`config.mk`:
```
export PLATFORM = sky130hd
export DESIGN_NAME = pht_update_ctrl
export DESIGN_NICKNAME = d
export VERILOG_FILES = /design/src/rtl/pht_update_ctrl_pkg.sv /design/src/rtl/bp_inflight_fifo.sv /design/src/rtl/pht_update_ctrl.sv
export SDC_FILE = /design/constraint.sdc
export NUM_CORES = 1
export LEC_CHECK = 0
export ABC_AREA = 1
export BUFFER_PORTS_ARGS = -buffer_cell sky130_fd_sc_hd__buf_4
export CELL_PAD_IN_SITES_DETAIL_PLACEMENT = 0
export CELL_PAD_IN_SITES_GLOBAL_PLACEMENT = 1
export CORE_MARGIN = 2
export CORE_UTILIZATION = 37
export CTS_CLUSTER_SIZE = 8
export DETAILED_ROUTE_END_ITERATION = 16
export PLACE_DENSITY_LB_ADDON = 0.1
export SLEW_MARGIN = 20
export SYNTH_ARGS = -nofsm -noshare
export SYNTH_HDL_FRONTEND = slang
export SYNTH_SLANG_ARGS = --single-unit
```
`constraint.sdc`:
```
create_clock -name clk -period 6.9 [get_ports clk]
set_input_delay 1.38 -clock clk [delete_from_list [all_inputs] [get_ports clk]]
set_output_delay 1.38 -clock clk [all_outputs]
set_load 0.01 [all_outputs]
```
`src/rtl/pht_update_ctrl_pkg.sv`:
```
// pht_update_ctrl_pkg: shared widths and in-flight entry type (GSHARE_EN adds the history snapshot field)
package pht_update_ctrl_pkg;
  localparam int IDX_W_DEF = 8;
  localparam int GHR_W_DEF = 8;
  localparam int DEPTH_DEF = 4;
  typedef struct packed {
    logic [IDX_W_DEF-1:0] idx;
    logic                 pred;
`ifdef GSHARE_EN
    logic [GHR_W_DEF-1:0] ghr_snap;
`endif
  } entry_t;
endpackage

```
`src/rtl/bp_inflight_fifo.sv`:
```
// bp_inflight_fifo: circular queue of in-flight branch entries with push/pop/flush
module bp_inflight_fifo
  import pht_update_ctrl_pkg::*;
#(
  parameter int DEPTH = DEPTH_DEF
) (
  input  logic   clk,
  input  logic   rst,
  input  logic   push,
  input  logic   pop,
  input  logic   flush,
  input  entry_t din,
  output entry_t head_entry,
  output logic   full,
  output logic   empty
);
  localparam int PW = $clog2(DEPTH);
  entry_t mem [DEPTH];
  logic [PW-1:0] head, tail;
  logic [PW:0] count;
  assign head_entry = mem[head];
  assign full = count == (PW+1)'(DEPTH);
  assign empty = count == '0;
  // entry storage; validity is tracked by count so no reset is needed
  always_ff @(posedge clk)
    if (push) mem[tail] <= din;
  // pointer and occupancy bookkeeping; a flush discards everything still queued
  always_ff @(posedge clk)
    if (rst) begin
      head <= '0;
      tail <= '0;
      count <= '0;
    end else if (flush) begin
      head <= tail;
      count <= '0;
    end else begin
      if (push) tail <= tail + 1'b1;
      if (pop) head <= head + 1'b1;
      count <= count + (PW+1)'(push) - (PW+1)'(pop);
    end
endmodule

```
`src/rtl/pht_update_ctrl.sv`:
```
// pht_update_ctrl: PHT port initiator tracking in-flight predictions (GSHARE_EN enables global-history indexing)
module pht_update_ctrl
  import pht_update_ctrl_pkg::*;
#(
  parameter int DEPTH = DEPTH_DEF,
  parameter int IDX_W = IDX_W_DEF,
  parameter int GHR_W = GHR_W_DEF
) (
  input  logic             clk,
  input  logic             rst,
  input  logic             br_valid,
  input  logic [IDX_W-1:0] br_pc,
  output logic             br_ready,
  output logic             pred_taken,
  input  logic             res_valid,
  input  logic             res_taken,
  output logic             mispredict,
  output logic             res_error,
  output logic [IDX_W-1:0] pht_addr,
  output logic             pht_request,
  output logic             pht_result,
  output logic             pht_taken,
  input  logic             pht_prediction
);
  logic [GHR_W-1:0] ghr;
  logic [IDX_W-1:0] idx;
  logic full, empty, accept, resolve;
  entry_t head_e, push_e;
  assign br_ready = !rst && !full && !res_valid;
  assign accept = br_valid && br_ready;
  assign resolve = !rst && res_valid && !empty;
  assign res_error = !rst && res_valid && empty;
  assign mispredict = resolve && (res_taken != head_e.pred);
  assign pred_taken = accept && pht_prediction;
  assign pht_request = accept;
  assign pht_result = resolve;
  assign pht_taken = resolve && res_taken;
  assign pht_addr = resolve ? head_e.idx : accept ? idx : '0;
  assign idx = br_pc ^ ghr;
`ifdef GSHARE_EN
  assign push_e = '{idx: idx, pred: pred_taken, ghr_snap: ghr};
  // speculative history shifts in each prediction and is repaired from the head snapshot on mispredict
  always_ff @(posedge clk)
    if (rst) ghr <= '0;
    else if (mispredict) ghr <= {head_e.ghr_snap[GHR_W-2:0], res_taken};
    else if (accept) ghr <= {ghr[GHR_W-2:0], pred_taken};
`else
  assign push_e = '{idx: idx, pred: pred_taken};
  assign ghr = '0;
`endif
  bp_inflight_fifo #(.DEPTH(DEPTH)) u_fifo (
    .clk(clk),
    .rst(rst),
    .push(accept),
    .pop(resolve),
    .flush(mispredict),
    .din(push_e),
    .head_entry(head_e),
    .full(full),
    .empty(empty)
  );
endmodule

```
Yosys cells after proc, flatten, opt, wreduce, memory -nomap -nowiden
Memory sizes are Yosys's and may differ from the RTL's. A register that Yosys moved wholly into a read port is not among the register bits.
Index checks and enable logic that the tools add are counted.
{ "classes": {"add_sub_neg": 4, "n_mul": 0, "n_div": 0, "magnitude_cmp": 0, "eq_ne": 2, "shift": 0, "n_mux": 8, "n_bitwise": 1, "n_reduce_logical": 17} }
{ "op_table": {"columns": ["op", "count"], "rows": [
  ["8-bit two-way mux", 2],
  ["1-bit logical AND", 9],
  ["2-bit two-way mux", 4],
  ["2-bit by 1-bit adder with 2-bit output, second input constant", 2],
  ["1-bit logical NOT", 4],
  ["3-bit by 1-bit adder with 3-bit output", 1],
  ["3-bit equality test, second input constant", 1],
  ["3-bit logical NOT", 1],
  ["3-bit by 1-bit subtractor with 3-bit output", 1],
  ["1-bit two-way mux", 2],
  ["2-bit AND reduction", 1],
  ["2-bit nonzero test", 1],
  ["2-bit OR reduction", 1],
  ["1-bit != test", 1],
  ["1-bit NOT", 1]
]} }
{ "word_totals": {"ff_bits": 7, "latchBits": 0, "mem_bits_rw": 36, "romBits": 0, "inputBits": 14, "output_inout_bits": 15, "wordCells": 36, "memories": 1} }
{ "mem_list": {"columns": ["name", "words", "word_bits", "read_ports", "rd_clocked_by_memory_dff", "wr", "line_no", "text"], "rows": [
  ["u_fifo.mem", 4, 9, 1, 1, 1, "bp_inflight_fifo.sv:18", "entry_t mem [DEPTH];"]
]} }

Logic depth before layout (Yosys ltp)
Gate-level depths: netlist of the first run.
{ "depth": {"depth_word": 7, "depth_mapped": 11, "ltp_nobuf": 10} }

By module
A second synthesis of the first run with hierarchy kept.
{ "hier_totals": {"cells_unflattened": 216, "hier_area_um2": 2169.6} }
{ "by_module_without_submodules": {"columns": ["module", "instances", "cells_each", "area_each_um2", "seq_area_each_um2"], "rows": [
  ["bp_inflight_fifo", 1, 173, 1935.6, 1261.2],
  ["pht_update_ctrl", 1, 43, 234.0, 0.0]
]} }

Least setup slack after synthesis of the first run
No wires, ideal clock.
{ "synth_path": {"path_kind": "input-to-output", "start": "input port res_valid", "end": "output port pht_addr[0]", "t_arrival_ps": 2078, "required_time_ps": 5520, "slack_ps": 3442, "stages": 6, "cell_sequence": "inv_1 -> nor2_1 -> and2_1 -> buf_4 -> nand3_1 -> nand2_1"} }
{ "synth_between": {"elab_cells_between_ends": 7, "classes_between": "mux (2); reduce/logical (5)"} }
{ "synth_lines": {"columns": ["item", "line_no", "text"], "rows": [
  ["start: declaration", "pht_update_ctrl.sv:15", "input logic res_valid,"],
  ["1-bit logical AND (2 in series)", "pht_update_ctrl.sv:31", "assign resolve = !rst && res_valid && !empty;"],
  ["net pht_result", "pht_update_ctrl.sv:21", "output logic pht_result,"],
  ["8-bit two-way mux", "pht_update_ctrl.sv:38", "assign pht_addr = resolve ? head_e.idx : accept ? idx : '0;"],
  ["end: declaration", "pht_update_ctrl.sv:19", "output logic [IDX_W-1:0] pht_addr,"]
]} }
The timed path passes the listed nets, and every way through them passes these cells.

Worst setup path in the final report of the first run
{ "layout_path": {"start": "input port rst", "end": "output port pht_addr[7]"} }
{ "layout_between": {"elab_chain_len": 6, "elab_cells_between_ends": 8, "classes_between": "mux (2); reduce/logical (6)"} }
{ "layout_lines": {"columns": ["item", "line_no", "text"], "rows": [
  ["start: declaration", "pht_update_ctrl.sv:10", "input logic rst,"],
  ["1-bit logical NOT (*)", "pht_update_ctrl.sv:29, pht_update_ctrl.sv:31", null],
  ["1-bit logical AND (2 in series)", "pht_update_ctrl.sv:29", "assign br_ready = !rst && !full && !res_valid;"],
  ["1-bit logical AND", "pht_update_ctrl.sv:30", "assign accept = br_valid && br_ready;"],
  ["8-bit two-way mux", "pht_update_ctrl.sv:38", null],
  ["8-bit two-way mux (*)", "pht_update_ctrl.sv:38", null]
]} }
Mark *: on every way between the ends. The rest lies on a longest branch, timed or not.

==> flow_summary.ini, run 1 <==
[run]
maxCapViolCount = 0

[yosys]
synth_fp_nets = 223
ys_seq_elements = 45
synth_area_per_cell_um2 = 10.1
synth_top_area_share_pct = 52.9
ys_top_cells_by_area = edfxtp_1, dfxtp_1, nand2_1
yosysSeqAreaShare_pct = 61.8
synth_cells = 202
synth_area_mm2 = 0.00204
synth_top_area_cell = edfxtp_1
synth_cell_type_count = 25
yosys_warnings = 0

[run_status]
outcome = finished, final reports clean

[timing]
finalHoldViolCount = 0
finalSetupViolCount = 0
fmax_ghz = 0.253
fin_worst_skew_ns = 0.00610
worst_slack_ns = 2.94
relSlewSlack_pct = 31.6
final.min_clock_period_ns = 3.96
worst_slew_pin_slew_ns = 1.02
fin_crit_sh_pct = 57.4
drv_slew = 0
holdWs_ns = 0.530
tns_ns = 0
rsz0062_at_grt = false

[grt]
grt-ovfl-total = 0
grt_max_degree = 28
grt_use_met1_pct = 19.5
antenna_found_initial = 0
grt_pass1_vias = 1407
grt_usage_pct = 15.2
use_met3_pct = 4.14
grt_most_used_layer = met2
grt_pass1_wl_um = 6930
met2_usage_pct = 25.3

[clocking]
cts_tree = done
clockRootBuffer = clkbuf_8
ctsResizeCount = 0
htree_levels = 2
clk_pin_slew_worst_paths_ns = 0.07
cts_max_path_buffers = 2
cts.sinks = 45
cts_hold_buf = 0
post_cts_buffers = 0
cts_buffers = 5
clk_latency_ns = 0.29

[drt]
first_iter_violations = 74
vias_per_cell = 4.67
remaining_drc_errors = 0
wirelength_um = 4280
firstDrtPassIters = 4
dr_total_vias = 1416
antenna_left = 0
wl_per_cell_um = 14.1

[hold_path]
worstHoldPathType = reg -> reg

[place]
dpl.hpwl_um = 2810
dp_slack_ns = 2.92
gp_congestion = 0.775
io_buffer_count = 28

[layout]
multiInputGateArea_um2 = 618
nets = 252
drive_gt1_share_pct = 17.7
syn_to_final_growth_pct = 16.3
antenna_cells = 0
fillCellCount = 552
mostFrequentLayoutCell = nand2_1
final_cell_mix = nand2_1, edfxtp_1, inv_1, buf_4, nand3_1
seqCellArea_mm2 = 0.00126

[critical_path]
path_max_fanout = 14
required_ns = 5.52
startpoint_type = input pin
endpoint_kind = output pin
cp.arrival_ns = 2.58
crit_type = in -> out

[die]
core_mm2 = 0.00541
die_h_um = 78.3
rows = 27
initial_core_util_pct = 37.8
pin_count = 29
die_x_um = 78.3
floorplan.die_area_mm2 = 0.00613

[pwr]
p_leak_nw = 1.01
p_per_area_mw_per_mm2 = 253
ir_drop_v = 0.000112
-- worst paths after layout --
check | depth (start not counted) | start | slack [ns] | to
max | 6 | rst | 2.94 | pht_addr[7]
min | 2 | u_fifo.tail[0] | 0.53 | u_fifo.tail[0]
min reg2reg | 2 | u_fifo.tail[0] | 0.53 | u_fifo.tail[0]
max reg2reg | 10 | u_fifo.count[1] | 4.29 | u_fifo.count[2]
-- stage by stage --
stage	instance area, um^2	std cells	power, mW	util [%]
6_report	2370	303	0.602	43.9
5_1_grt	2370	303	0.643	43.9
4_1_cts	2370	303	0.612	43.9
3_5_place_dp	2300	296	0.458	42.5
3_3_place_gp	2300	296	0.454	42.5
2_1_floorplan	2040	202	0.413	-
-- cell usage after synthesis (all sizes together) --
library cell and number:
ha 6, nand2 48, buf 5, xnor2 1
nand4 1, fa 1, a21oi 12, and2 1
nor2 11, xor2 1, inv 30, nor3 3
or2 1, edfxtp 36, clkbuf 1, dfxtp 9
clkinv 1, o21ai 8, nand3 26
-- area by class of cell --
cell class | instances | share of cell area (%)
well taps | 72 | 3.79
clock buffers | 6 | 3.06
multi-input cells | 120 | 26.0
flip-flops and latches | 45 | 53.1
inverters | 31 | 5.01
clock inverters | 1 | 0.158
repair buffers | 28 | 8.85
-- sequential cells by signal, indices dropped and copies added (netlist names), named ones only --
name,count
u_fifo.mem,36
u_fifo.count,3
u_fifo.tail,2
u_fifo.head,2
-- worst max-delay path, cell delays in order --
cell and delay, ns:
buf_4 0.13, nor2_1 0.12, and2_1 0.56, nand3_1 0.16, nand2_1 0.11, buf_4 0.12
-- cell families after synthesis --
group           synth area share [%]
xor+xnor                       0.858
fa+ha+maj                       4.66
buf+inv                         7.97
simple gates                    19.9
compound gates                  4.90
flops                           61.8
-- report_power, final --
group	leakage [nW]	total (mW)	internal, mW	switching, mW
registers	0.399	0.323	0.306	0.0174
logic	0.575	0.127	0.0526	0.0747
clock network	0.0387	0.151	0.0684	0.0830
-- per-layer routing --
layer  share of wire [%]  wire (um)
met1                  43       1840
met2                  51       2190
met3                 5.1        219
met4                0.54         23
met5                   0          0
(Power assumes the default switching activity.)
==> run 2, diff against run 1 <==
- clock period: 6.9 -> 3.8 ns (I/O delays scaled with it)
==> run 2 against run 1 <==
  * Count of clock-buffer cells in the layout grew 1
  * Non-clock buffer count grew 2
  * Register-to-register slack lost 2.7 ns
  * Core utilization grew 0.35 points
  * Clock skew grew 0.0013 ns
  * Via count grew 0.35%
  * Final cell count grew 0.99%
  * Die area is the same
  * Worst setup slack lost 1.8 ns
  * Sequential cell count is the same
  * Largest cell class unchanged
==> flow_summary.ini, run 2 (synthesis results as in run 1) <==
[grt]
grt_pass1_vias = 1398
grt_usage_pct = 14.8
grt_max_degree = 18
grt_pass1_wl_um = 6810
antenna_found_initial = 0
grt-ovfl-total = 0

[clocking]
ctsResizeCount = 0
cts.sinks = 45
post_cts_buffers = 0
clk_latency_ns = 0.29
cts_hold_buf = 0
cts_max_path_buffers = 2
htree_levels = 2
cts_tree = done
clockRootBuffer = clkbuf_8
cts_buffers = 5
clk_pin_slew_worst_paths_ns = 0.08

[pwr]
p_leak_nw = 1.02
p_per_area_mw_per_mm2 = 459
power_mw = 1.10
ir_drop_v = 0.000146

[die]
rows = 27
die_h_um = 78.3
floorplan.die_area_mm2 = 0.00613
initial_core_util_pct = 37.8
core_mm2 = 0.00541
pin_count = 29
die_x_um = 78.3

[run]
maxCapViolCount = 0

[timing]
finalSetupViolCount = 0
worst_slew_pin_slew_ns = 0.987
fmax_ghz = 0.380
tns_ns = 0
rsz0062_at_grt = false
relSlewSlack_pct = 34.0
finalHoldViolCount = 0
fin_worst_skew_ns = 0.00740
holdWs_ns = 0.522
fin_crit_sh_pct = 69.2
drv_slew = 0
final.min_clock_period_ns = 2.63

[layout]
final_cell_mix = nand2_1, edfxtp_1, buf_4
drive_gt1_share_pct = 18.4
largest_register = u_fifo.mem
fin_area_mm2 = 0.00239
antenna_cells = 0
mostFrequentLayoutCell = nand2_1
nets = 254
largest_reg_flops = 36
utilization_pct = 44.3
syn_to_final_growth_pct = 17.2
fillCellCount = 544
largest_registers = u_fifo.mem x36, u_fifo.count x3

[drt]
wl_per_cell_um = 13.4
vias_per_cell = 4.64
remaining_drc_errors = 0
firstDrtPassIters = 4
wirelength_um = 4110
first_iter_violations = 57
dr_total_vias = 1421
antenna_left = 0

[critical_path]
startpoint_type = flop
cp.arrival_ns = 1.87
reg2regPathDepth = 10
required_ns = 3.04
crit_type = reg -> out
endpoint_kind = output pin
path_max_fanout = 16

[hold_path]
worstHoldPathType = reg -> reg
whs_path_depth = 2

[place]
gp_congestion = 0.751
io_buffer_count = 28
dpl.hpwl_um = 2780
dpl_cell_area_mm2 = 0.00231

[run_status]
outcome = finished, final reports clean
run 2: cell count changes in the layout (fill, tap and decap cells not counted):
cell      before  now
clkbuf_1       1    2
buf_4         28   30
run 2: final cells by class:
class	count	area, um^2	area share, %
Sequential cell	45	1260	52.7
Multi-Input combinational cell	120	618	25.8
Timing Repair Buffer	30	225	9.41
Inverter	31	119	4.97
Tap cell	72	90.1	3.76
Clock buffer	7	76.3	3.19
Clock inverter	1	3.75	0.157
run 2: layer usage:
layer | global-route usage, % | wire [um] | up-vias
li1 | - | - | 725
met1 | 18.5 | 1930 | 669
met2 | 25.0 | 2040 | 25
met3 | 4.14 | 108 | 2
met4 | 4.21 | 29 | 0
met5 | 0 | 0 | -
run 2: worst max-delay path, cell delays in order (launching register included):
cell	delay, ns
dfxtp_1	0.56
buf_4	0.30
inv_4	0.09
nand2_1	0.06
nand3_1	0.11
nand2_1	0.12
nand2_2	0.08
nand3_2	0.08
inv_1	0.04
buf_4	0.13
run 2: worst paths after layout:
check                          to            start  slack [ns]
setup / recovery       mispredict             flop        1.17
hold / removal     u_fifo.tail[0]   u_fifo.tail[0]        0.52
setup reg to reg  u_fifo.count[2]  u_fifo.count[1]        1.56
hold reg to reg    u_fifo.tail[0]   u_fifo.tail[0]        0.52
run 2: stage by stage:
| step | cells | worst slack, ns |
|---|---|---|
| 5_1_grt | 306 | 0.979 |
| 3_5_place_dp | 298 | 1.10 |
| 3_3_place_gp | 298 | 1.14 |
| 6_report | 306 | 1.17 |
| 4_1_cts | 306 | 1.11 |
| 2_1_floorplan | 202 | 1.21 |
run 2: power by group:
group | switching [mW] | total (mW) | internal [mW]
clock network | 0.150 | 0.278 | 0.128
registers | 0.0202 | 0.575 | 0.555
logic | 0.145 | 0.245 | 0.100
==> run 3, diff against run 2 <==
- ABC_AREA: 1 -> 0
- clock period: 3.8 -> 2.7 ns (I/O delays scaled with it)
==> run 3 against run 2 <==
  * Combinational power is 40% higher
  * Worst setup slack got worse by 0.95 ns
  * First-iteration DRC count fell by 35%
  * Via count decreased by 21%
  * Non-clock buffer count rose by 2
  * Clock power is 75% higher
  * Sequential share of layout area is 0.47 points higher
  * Area after synthesis decreased by 3.6%
  * Critical path depth shrank 5
==> flow_summary.ini, run 3 <==
[run_status]
outcome = finished, final reports clean

[grt]
antenna_found_initial = 0
grt-ovfl-total = 0
grt_pass1_vias = 1165
grt_usage_pct = 14.0
grt_max_degree = 18
grt_pass1_wl_um = 6080

[yosys]
synth_mux_area_share_pct = 12.3
synth-main-ff-cell = edfxtp_1
synth_area_mm2 = 0.00197
synth-xor-area-share_pct = 2.61
synth_compound_area_share_pct = 7.06
synth_fp_nets = 136
yosys_warnings = 0
ys_seq_elements = 45
synth_adder_area_share_pct = 4.83
synth_top_family_by_area = multiplexers
synth_cells = 115
synth_edf_count = 36
synth_common_cells = edfxtp_1, dfxtp_1, a22o_1, and2_1, mux4_1
synth_most_common_cell = edfxtp_1
ys_top_cells_by_area = edfxtp_1, mux4_1, dfxtp_1
synth_top_area_share_pct = 54.9
synthSimpleGateAreaFrac_pct = 6.23
synth_area_per_cell_um2 = 17.1
synth_top_area_cell = edfxtp_1
async_flop_share_pct = 0
yosysSeqAreaShare_pct = 64.1
synth_cell_type_count = 30

[pwr]
p_leak_nw = 0.867
switchingPower_mw = 0.414
p_int_mw = 1.23
p_per_area_mw_per_mm2 = 694
sw_frac_of_total_pct = 25.1
ir_drop_v = 0.000316
p_comb_share_pct = 20.8
clkPwrFrac_pct = 29.5
sequentialPowerShare_pct = 49.7
power_mw = 1.65

[drt]
remaining_drc_errors = 0
antenna_left = 0
wirelength_um = 3790
vias_per_cell = 5.10
dr_total_vias = 1122
wl_per_cell_um = 17.2
first_iter_violations = 37
firstDrtPassIters = 5

[die]
core_mm2 = 0.00511
die_x_um = 76.9
die_h_um = 76.9
initial_core_util_pct = 38.5
floorplan.die_area_mm2 = 0.00592
pin_count = 29
rows = 26

[hold_path]
min_from = br_pc[4]
worstHoldPathType = in -> reg

[layout]
mostFrequentLayoutCell = edfxtp_1
syn_to_final_growth_pct = 20.5
nets = 170
drive_gt1_share_pct = 28.0
fin_area_mm2 = 0.00237
stdcell_count = 220
final_cell_mix = edfxtp_1, buf_4, dfxtp_1
fillCellCount = 463
antenna_cells = 0
utilization_pct = 46.4
largest_reg_flops = 36
largest_registers = u_fifo.mem x36, u_fifo.count x3
largest_register = u_fifo.mem

[critical_path]
startpoint_type = flop
required_ns = 2.16
crit_type = reg -> out
endpoint_kind = output pin
cp.arrival_ns = 1.95
path_max_fanout = 4
timing.rr.start = u_fifo.count[2]

[clocking]
cts_tree = done
cts_hold_buf = 0
clk_latency_ns = 0.29
ctsResizeCount = 0
htree_levels = 2
clk_pin_slew_worst_paths_ns = 0.08
clockRootBuffer = clkbuf_8
cts.sinks = 45
post_cts_buffers = 0
cts_max_path_buffers = 2
cts_buffers = 5

[timing]
rsz0062_at_grt = false
worst_slack_ns = 0.215
tns_ns = 0
worst_slew_pin_slew_ns = 0.549
fmax_ghz = 0.402
final.min_clock_period_ns = 2.49
drv_slew = 0
relSlewSlack_pct = 63.4
finalSetupViolCount = 0
fin_worst_skew_ns = 0.00501
holdWs_ns = 0.454
finalHoldViolCount = 0
fin_crit_sh_pct = 92.0

[place]
dp_cells = 212
io_buffer_count = 28
dpl_cell_area_mm2 = 0.00227
dpl.hpwl_um = 2550
gp_congestion = 0.692
dp_slack_ns = 0.349

[run]
maxCapViolCount = 0
## run 3: cell count changes after synthesis, moves of 7 or more
cell,change
a21oi_1,-11
a22o_1,+8
and2_1,+7
inv_1,-21
mux4_1,+8
nand2_1,-44
nand3_1,-22
nor2_1,-7
o21ai_0,-8
## run 3: area by class of cell
type	count	area (um^2)	share of cell area, %
Tap cell	70	87.6	3.69
Multi-Input combinational cell	58	651	27.4
Timing Repair Buffer	32	240	10.1
Clock buffer	6	72.6	3.06
Clock inverter	2	33.8	1.42
Sequential cell	45	1260	53.2
Inverter	7	26.3	1.11
## run 3: critical path: stages, from the launching register on
cell and delay [ns]:
dfxtp_1 0.45, mux4_2 0.60, xnor2_2 0.19, nor3_1 0.24, buf_4 0.18
## run 3: power groups by stage
stage | Sequential [mW] | Combinational [mW] | Clock, mW
2_1_floorplan | 0.821 | 0.238 | 0
3_3_place_gp | 0.833 | 0.341 | 0
3_5_place_dp | 0.835 | 0.347 | 0
4_1_cts | 0.820 | 0.348 | 0.500
5_1_grt | 0.825 | 0.375 | 0.524
6_report | 0.819 | 0.342 | 0.486
## run 3: kinds of logic after synthesis
kind of cell | Yosys count
xor gates and xnor gates | 5
adders and majority gates | 7
muxes | 10
and+or+nand+nor | 22
buffers and inverters | 12
AOI/OAI and AO/OA | 14
DFF | 45
## run 3: routing by layer
layer / vias up / track usage (%) / wire (um)
met5: - / 0 / 0
met4: 0 / 6.73 / 66
met3: 6 / 3.41 / 151
met2: 30 / 24.2 / 1940
met1: 569 / 16.4 / 1630
li1: 517 / - / -
## run 3: worst paths after layout
check,endpoint,slack (ns),depth (start not counted)
worst max-delay path,mispredict,0.21,4
worst min-delay path,u_fifo.mem[2][5],0.45,1
worst max register to register,u_fifo.count[2],0.47,9
worst min register to register,u_fifo.head[1],0.55,2
